$ cat config.mk
export PLATFORM = sky130hd
export DESIGN_NAME = ones_pattern_gen
export DESIGN_NICKNAME = d
export VERILOG_FILES = /design/src/rtl/ones_gen_pkg.sv /design/src/rtl/ones_pattern_gen_next_comb.sv /design/src/rtl/ones_pattern_gen.sv
export SDC_FILE = /design/constraint.sdc
export NUM_CORES = 1
export LEC_CHECK = 0
export ABC_AREA = 1
export BUFFER_PORTS_ARGS = -buffer_cell sky130_fd_sc_hd__buf_4
export CORE_MARGIN = 8
export CORE_UTILIZATION = 25
export DETAILED_ROUTE_END_ITERATION = 8
export MAX_ROUTING_LAYER = met4
export PLACE_DENSITY = 0.52
export SYNTH_ARGS = -nofsm -noshare
export SYNTH_HDL_FRONTEND = slang
export SYNTH_SLANG_ARGS = --single-unit
$ cat constraint.sdc
create_clock -name clk -period 7 [get_ports clk]
set_input_delay 0.7 -clock clk [delete_from_list [all_inputs] [get_ports clk]]
set_output_delay 0.7 -clock clk [all_outputs]
set_load 0.02 [all_outputs]
$ cat src/rtl/ones_gen_pkg.sv
// Shared state encoding and pattern helpers for the k-of-WIDTH word enumerator.
package ones_gen_pkg;

  localparam int unsigned MAX_W = 64;

  typedef enum logic [1:0] {IDLE, RUN, DONE} state_t;

  function automatic logic [MAX_W-1:0] first_pat(input int unsigned k);
    logic [MAX_W-1:0] p;
    p = '0;
    for (int unsigned i = 0; i < MAX_W; i++) begin
      if (i < k) p[i] = 1'b1;
    end
    return p;
  endfunction

  // k ones packed against the top of a w-bit word
  function automatic logic [MAX_W-1:0] last_pat(input int unsigned k, input int unsigned w);
    return first_pat(k) << (w - k);
  endfunction

  function automatic int unsigned ctz(input logic [MAX_W-1:0] x);
    int unsigned r;
    r = MAX_W;
    for (int unsigned i = 0; i < MAX_W; i++) begin
      if (x[i] && (r == MAX_W)) r = i;
    end
    return r;
  endfunction

endpackage

$ cat src/rtl/ones_pattern_gen_next_comb.sv
// Combinational Gosper successor: next larger WIDTH-bit word with the same popcount.
module next_comb
  import ones_gen_pkg::*;
#(
  parameter int unsigned WIDTH = 8
) (
  input  logic [WIDTH-1:0] x_i,
  output logic [WIDTH-1:0] next_o
);

  logic [WIDTH-1:0] t;
  logic [WIDTH-1:0] nt;
  logic [WIDTH-1:0] low;
  logic [MAX_W-1:0] x_ext;
  int unsigned      sh;

  always_comb begin
    x_ext            = '0;
    x_ext[WIDTH-1:0] = x_i;
    t      = x_i | (x_i - WIDTH'(1));
    nt     = ~t;
    low    = nt & (~nt + WIDTH'(1));
    sh     = ctz(x_ext) + 1;
    next_o = (t + WIDTH'(1)) | ((low - WIDTH'(1)) >> sh);
  end

endmodule

$ cat src/rtl/ones_pattern_gen.sv
// Streams every WIDTH-bit word with popcount k in ascending order over valid/ready.
module ones_pattern_gen
  import ones_gen_pkg::*;
#(
  parameter int unsigned WIDTH = 8,
  parameter int unsigned CW    = $clog2(WIDTH + 1),
  parameter int unsigned NW    = WIDTH
) (
  input  logic             clk,
  input  logic             rst_n,
  input  logic             start,
  input  logic [CW-1:0]    k,
  output logic             busy,
  output logic             pat_valid,
  input  logic             pat_ready,
  output logic [WIDTH-1:0] pat,
  output logic             pat_last,
  output logic [NW-1:0]    beat_cnt,
  output logic             done,
  output logic             err
);

  state_t           state_q, state_d;
  logic [CW-1:0]    k_q, k_d;
  logic [WIDTH-1:0] pat_q, pat_d;
  logic [NW-1:0]    beat_q, beat_d;
  logic             err_q, err_d;
  logic [WIDTH-1:0] succ;
  logic             at_last;

  next_comb #(.WIDTH(WIDTH)) u_next (
    .x_i    (pat_q),
    .next_o (succ)
  );

  // Gated by RUN so the reset pattern (0 with k_q=0) is not reported as last
  assign at_last = (state_q == RUN) &&
                   (MAX_W'(pat_q) == last_pat(32'(k_q), WIDTH));

  always_comb begin
    state_d = state_q;
    k_d     = k_q;
    pat_d   = pat_q;
    beat_d  = beat_q;
    err_d   = 1'b0;
    case (state_q)
      IDLE: begin
        if (start) begin
          if (32'(k) > WIDTH) begin
            err_d = 1'b1;
          end else begin
            k_d     = k;
            pat_d   = WIDTH'(first_pat(32'(k)));
            beat_d  = '0;
            state_d = RUN;
          end
        end
      end
      RUN: begin
        if (pat_ready) begin
          beat_d = beat_q + NW'(1);
          if (at_last) state_d = DONE;
          else         pat_d   = succ;
        end
      end
      DONE:    state_d = IDLE;
      default: state_d = IDLE;
    endcase
  end

  always_ff @(posedge clk or negedge rst_n) begin
    if (!rst_n) begin
      state_q <= IDLE;
      k_q     <= '0;
      pat_q   <= '0;
      beat_q  <= '0;
      err_q   <= 1'b0;
    end else begin
      state_q <= state_d;
      k_q     <= k_d;
      pat_q   <= pat_d;
      beat_q  <= beat_d;
      err_q   <= err_d;
    end
  end

  assign busy      = (state_q != IDLE);
  assign pat_valid = (state_q == RUN);
  assign done      = (state_q == DONE);
  assign pat       = pat_q;
  assign pat_last  = at_last;
  assign beat_cnt  = beat_q;
  assign err       = err_q;

endmodule

==> results of run 1 <==
[path summary, 6_finish.rpt]
kind / depth (start not counted) / startpoint / endpoint
setup / recovery: 13 / k_q[0] / pat_last
hold / removal: 1 / rst_n / beat_cnt[0]
setup reg to reg: 13 / k_q[0] / state_q[0]
hold reg to reg: 1 / state_q[1] / state_q[1]
max in group asynchronous: 1 / rst_n / k_q[3]
min in group clk: 1 / state_q[1] / state_q[1]
[state kept, by name (all words and copies together) (netlist names)]
| name | cells |
|---|---|
| beat_cnt | 8 |
| pat | 8 |
| k_q | 4 |
| state_q | 2 |
| err | 1 |
[routing by layer]
metal | GRT usage | part of all wire | wire length [um]
met5 | - | 0 | 0
met4 | 0.0254 | 0.011 | 83
met2 | 0.184 | 0.44 | 3280
met3 | 0.00938 | 0.037 | 276
met1 | 0.161 | 0.51 | 3750
[cells by family after synthesis]
| family | count (synthesis) | share of synthesized area |
|---|---|---|
| and+or+nand+nor | 285 | 0.503 |
| adders and majority gates | 9 | 0.0455 |
| xor gates and xnor gates | 1 | 0.00657 |
| AOI/OAI and AO/OA | 51 | 0.107 |
| DFF | 23 | 0.233 |
| buffers and inverters | 62 | 0.105 |
[metrics by stage]
step | area (um^2) | std cells | hold WS, ns
2_1_floorplan | 2470 | 431 | 0.404
6_report | 2820 | 584 | 0.325
3_5_place_dp | 2780 | 580 | 0.520
4_1_cts | 2820 | 584 | 0.338
5_1_grt | 2820 | 584 | 0.344
3_3_place_gp | 2780 | 580 | 0.512
[final cells by class]
cell class	count	area, um^2	area share
multi-input combinational	346	1640	0.580
clock buffer	4	45.0	0.0160
sequential	23	576	0.204
inverter	50	188	0.0665
tap	133	166	0.0589
timing repair buffer	28	210	0.0744
[cells in the final DEF (no fill, tap or decap)]
| master | count |
|---|---|
| and3_1 | 4 |
| nand3_1 | 69 |
| ha_1 | 9 |
| xor2_2 | 1 |
| or2_2 | 1 |
| o21ai_0 | 36 |
| nor4_1 | 1 |
| o21a_1 | 2 |
| inv_2 | 3 |
| clkbuf_8 | 3 |
| inv_1 | 47 |
| nand2_2 | 4 |
| o211ai_1 | 1 |
| o31ai_1 | 1 |
| nand4_1 | 12 |
| clkbuf_1 | 1 |
| nand2_1 | 143 |
| buf_4 | 28 |
| nand3_2 | 2 |
| dfrtp_1 | 23 |
| a21oi_1 | 9 |
| o21ai_1 | 2 |
| nor3_1 | 8 |
| nor3_2 | 1 |
| nor2_2 | 2 |
| nor2_1 | 38 |
[worst max-delay path, delay by kind of cell, from the launching register on]
kind	cells	cell delay, ns
AO/OA/AOI/OAI	1	0.21
adder cells (fa/ha/maj)	1	0.34
buffers and inverters	3	0.78
AND/OR/NAND/NOR	8	1.43
flip-flops	1	0.46
==> results.py, run 1 <==
metrics = {
    "detailed_routing": {
        "drtIter0Drc": 145,
        "drc": 0,
        "routed_wl_um": 7380,
        "ant_nets": 0,
        "dr.pass1.iters": 5,
        "viasPerCell": 4.80,
        "vias": 2806,
        "wl_per_cell_um": 12.6,
    },
    "cells_and_area": {
        "fill_cells": 1093,
        "antenna_cells": 0,
        "drive_gt1_frac": 0.0998,
        "syn_to_final_growth_pct": 14.1,
        "fin_nets": 469,
        "final_util": 0.292,
    },
    "placed_design": {
        "place_congestion": 0.875,
        "numPortBuffers": 28,
        "hpwl_um": 5820,
        "dpl_worst_slack_ns": 3.18,
    },
    "synth": {
        "seq_area_frac_synth": 0.233,
        "syn-cell-area_mm2": 0.00247,
        "synth_top_area_share": 0.233,
        "yosysMostFrequentCell": "nand2_1",
        "synth_cells": 431,
        "synth-async-reset-ratio": 1.00,
        "synth_area_leader_cell": "dfrtp_1",
        "ys.flop_type": "dfrtp_1",
        "yosys_warnings": 0,
        "synth.distinct_cells": 27,
        "synth_edf_count": 0,
        "yosys-top-cells-count": "143 x nand2_1, 69 x nand3_1, 47 x inv_1",
        "synthTopCellsByArea": "dfrtp_1 23%, nand2_1 22%, nand3_1 14%",
        "ys_ff_latch": 23,
        "avgSynthCellArea_um2": 5.74,
        "syn_nets": 448,
    },
    "grt": {
        "grt_overflow_total": 0,
        "grt_max_degree": 24,
        "antenna_found_initial": 0,
        "grt_pass1_wl_um": 12700,
        "grt_use_total": 0.118,
        "grt_pass1_vias": 2712,
    },
    "critical_path": {
        "cpPeakStageDelay_ns": 0.46,
        "path_cells": "inv_1, ha_1, nand2_2, nand2_1, inv_1, o21ai_0, nand3_1, nand2_1, nand4_1, nor2_1, nand3_1, nor2_1, buf_4",
        "worstPathRequired_ns": 6.30,
        "r2r_slack_ns": 3.64,
        "end_kind": "output port",
        "critPathLaunchType": "register",
        "crit_type": "reg -> out",
        "cp.arrival_ns": 3.48,
        "cp_max_fo": 16,
        "crit_slowest_cell": "dfrtp_1",
    },
    "floorplan": {
        "die_h_um": 115,
        "fp.dieW_um": 115,
        "pin_count": 29,
        "start_util": 0.256,
        "die_area_mm2": 0.0133,
        "num_rows": 36,
        "coreArea_mm2": 0.00968,
    },
    "timing": {
        "hold_viol": 0,
        "tns_ns": 0,
        "finalWorstSetupSlack_ns": 2.82,
        "skew_ns": 0.00206,
        "worstMarginPinSlew_ns": 0.880,
        "rsz0062_at_grt": "no",
        "maxSlewViolCount": 0,
        "finalCritPeriodShare": 0.597,
        "max_slew_margin": 0.411,
        "setup_viol": 0,
        "fin_crit_ns": 4.18,
        "fmax_mhz": 239,
    },
    "clock_network": {
        "cts_buffers": 3,
        "h-tree-depth": 1,
        "clockBufferDepth": 2,
        "cts.sinks": 23,
        "postCtsSetupBuffers": 0,
        "clk_pin_slew_worst_paths_ns": 0.08,
        "ctsResizeCount": 0,
        "cts_hold_buf": 0,
        "cts_root_buffer": "clkbuf_8",
        "clock_latency_ns": 0.26,
        "cts_tree": "yes",
    },
    "hold_path": {
        "hp-class": "in -> async",
    },
    "flow_run": {
        "cap_violations": 0,
    },
    "run_status": {
        "status": "complete, no violations",
    },
}
Power of run 1 is not shown: default switching activity piles up to over one toggle a cycle in this logic, so the estimate is an artifact.
==> inputs of run 2 (changes only) <==
--- a/config.mk
+++ b/config.mk
@@ -5,13 +5,13 @@
 export SDC_FILE = /design/constraint.sdc
 export NUM_CORES = 1
 export LEC_CHECK = 0
-export ABC_AREA = 1
+export ABC_AREA = 0
 export BUFFER_PORTS_ARGS = -buffer_cell sky130_fd_sc_hd__buf_4
 export CORE_MARGIN = 8
 export CORE_UTILIZATION = 25
 export DETAILED_ROUTE_END_ITERATION = 8
 export MAX_ROUTING_LAYER = met4
-export PLACE_DENSITY = 0.52
+export PLACE_DENSITY = 0.53
 export SYNTH_ARGS = -nofsm -noshare
 export SYNTH_HDL_FRONTEND = slang
 export SYNTH_SLANG_ARGS = --single-unit
==> constraint.sdc (replaced) <==
create_clock -name clk -period 3.8 [get_ports clk]
set_input_delay 0.38 -clock clk [delete_from_list [all_inputs] [get_ports clk]]
set_output_delay 0.38 -clock clk [all_outputs]
set_load 0.02 [all_outputs]
==> results.py, run 2 <==
metrics = {
    "grt": {
        "grt_max_degree": 24,
        "antenna_found_initial": 0,
        "grt_pass1_wl_um": 13300,
        "grt_use_total": 0.114,
        "grt_overflow_total": 0,
        "grt_pass1_vias": 2554,
    },
    "synth": {
        "syn-cell-area_mm2": 0.00268,
        "yosysMostFrequentCell": "nor2_1",
        "synth_cells": 340,
        "seq_area_frac_synth": 0.215,
        "ys_ff_latch": 23,
        "yosys-top-cells-count": "38 x nor2_1, 28 x nand2_1, 23 x dfrtp_1",
        "yosys_warnings": 0,
        "synth-async-reset-ratio": 1.00,
        "synth.distinct_cells": 76,
        "synth_top_area_share": 0.215,
        "ys.flop_type": "dfrtp_1",
        "synthTopCellsByArea": "dfrtp_1 21%, nor2_1 5.3%, ha_1 4.2%",
        "syn_nets": 357,
        "synth_area_leader_cell": "dfrtp_1",
        "avgSynthCellArea_um2": 7.89,
        "synth_edf_count": 0,
    },
    "critical_path": {
        "crit_buf_inv": 0,
        "cp.arrival_ns": 3.66,
        "worstPathRequired_ns": 3.95,
        "cpLargestDelayFamily": "simple AND/OR/NAND/NOR gates",
        "end_kind": "register",
        "rr_startpoint": "pat[0]",
        "cp_max_fo": 9,
        "cpPeakStageDelay_ns": 0.53,
        "path_cells": "or4_4, nor2_1, nor2_1, ha_1, or3_1, or3_1, a21boi_0, o221ai_1, a311oi_1, a211oi_1, o32a_1",
        "critPathLaunchType": "register",
        "crit_slowest_cell": "or4_4",
        "cp-startpoint": "pat[0]",
        "crit_type": "reg -> reg",
    },
    "floorplan": {
        "die_area_mm2": 0.0143,
        "die_h_um": 120,
        "fp.dieW_um": 120,
        "num_rows": 38,
        "start_util": 0.252,
        "pin_count": 29,
        "coreArea_mm2": 0.0107,
    },
    "detailed_routing": {
        "vias": 2620,
        "ant_nets": 0,
        "viasPerCell": 5.25,
        "drtIter0Drc": 170,
        "wl_per_cell_um": 15.9,
        "drc": 0,
        "routed_wl_um": 7930,
        "dr.pass1.iters": 5,
    },
    "cells_and_area": {
        "layout_commonest_cell": "buf_4",
        "antenna_cells": 0,
        "fin_nets": 377,
        "syn_to_final_growth_pct": 13.9,
        "drive_gt1_frac": 0.187,
        "fill_cells": 1172,
        "layout_common_cells": "41 x buf_4, 38 x nor2_1, 28 x nand2_1",
        "design_area_mm2": 0.00305,
    },
    "placed_design": {
        "place_area_mm2": 0.00301,
        "dpl_worst_slack_ns": 0.261,
        "place_congestion": 0.932,
        "numPortBuffers": 28,
        "hpwl_um": 6150,
    },
    "timing": {
        "finalCritPeriodShare": 0.923,
        "rsz0062_at_grt": "no",
        "hold_slack_ns": -0.00402,
        "skew_ns": 0.00179,
        "fmax_mhz": 285,
        "tns_ns": 0,
        "worstMarginPinSlew_ns": 0.819,
        "setup_viol": 0,
        "max_slew_margin": 0.454,
        "fin_crit_ns": 3.51,
        "maxSlewViolCount": 0,
        "hold_viol": 3,
        "finalWorstSetupSlack_ns": 0.293,
    },
    "clock_network": {
        "cts.sinks": 23,
        "cts_buffers": 3,
        "cts_root_buffer": "clkbuf_8",
        "cts_tree": "yes",
        "h-tree-depth": 1,
        "clk_pin_slew_worst_paths_ns": 0.08,
        "clockBufferDepth": 2,
        "cts_hold_buf": 0,
        "clock_latency_ns": 0.26,
    },
    "run_status": {
        "status": "finished, violations left",
        "violations": "negative hold slack",
    },
    "pwr": {
        "peakVddDrop_v": 0.000396,
        "leakage_nw": 1.27,
        "powerDensity_mw_per_mm2": 1000,
        "power.total_mw": 3.06,
    },
    "flow_run": {
        "cap_violations": 0,
    },
    "hold_path": {
        "hp-class": "in -> async",
    },
}
run 2: cell types whose count changed in the layout (fill, tap and decap cells not counted), moves of 8 or more:
cell      previous run  this run
a211oi_1             0         9
buf_4               28        41
inv_1               47        13
nand2_1            143        28
nand3_1             69        10
nand4_1             12         1
nor2b_1              0         8
o21ai_0             36        17
xor2_1               0         8
run 2: layout make-up:
class / count / area, um^2 / share of cell area
Clock buffer: 4 / 45.0 / 0.0147
Multi-Input combinational cell: 276 / 1890 / 0.620
Timing Repair Buffer: 41 / 308 / 0.101
Inverter: 15 / 56.3 / 0.0184
Tap cell: 140 / 175 / 0.0574
Sequential cell: 23 / 577 / 0.189
run 2: layer usage:
metal | part of all wire | wire length [um] | up-vias | global-route usage
li1 | - | - | 1297 | -
met5 | 0 | 0 | - | -
met3 | 0.049 | 385 | 4 | 0.00986
met2 | 0.47 | 3700 | 74 | 0.177
met1 | 0.48 | 3780 | 1245 | 0.158
met4 | 0.0087 | 69 | 0 | 0.0273
run 2: repair_timing:
action,in CTS,in global routing
gates resized for setup,0,1
buffers inserted,0,0
endpoints found under the setup margin,0,1
endpoints found under the hold margin,0,0
run 2: final timing paths:
path	slack, ns	depth (start not counted)	endpoint
max	0.29	11	pat[2]
min reg2reg	0.55	1	beat_cnt[0]
min	-0.004	1	beat_cnt[5]
max in group asynchronous	3.55	1	pat[1]
max reg2reg	0.29	11	pat[2]
min in group clk	0.38	3	err
run 2: cells by family after synthesis:
logic type / after synthesis / synth area share
and+or+nand+nor: 137 / 0.264
AOI/OAI and AO/OA: 105 / 0.299
buffers and inverters: 41 / 0.0798
DFF: 23 / 0.215
xor gates and xnor gates: 16 / 0.0550
muxes: 9 / 0.0448
adders and majority gates: 9 / 0.0420
run 2: worst register-to-register path, stage by stage (launching register included):
cell	delay, ns
dfrtp_1	0.48
or4_4	0.53
nor2_1	0.11
nor2_1	0.07
ha_1	0.22
or3_1	0.42
or3_1	0.37
a21boi_0	0.27
o221ai_1	0.20
a311oi_1	0.29
a211oi_1	0.08
o32a_1	0.36
run 2: stage by stage:
| stage | utilization | hold slack (ns) | instances |
|---|---|---|---|
| final | 0.287 | -0.00402 | 499 |
| after global routing | 0.287 | 0.00715 | 499 |
| after CTS | 0.287 | 0.00562 | 499 |
| after detailed placement | 0.282 | 0.296 | 495 |
| after global placement | 0.282 | 0.295 | 495 |
| after floorplan | - | 0.0844 | 340 |
run 2: power by group:
| group | internal (mW) | switching (mW) |
|---|---|---|
| combinational | 1.01 | 1.41 |
| sequential | 0.336 | 0.153 |
| clock | 0.0748 | 0.0781 |
No activity file was read; power rests on OpenSTA's default activity.
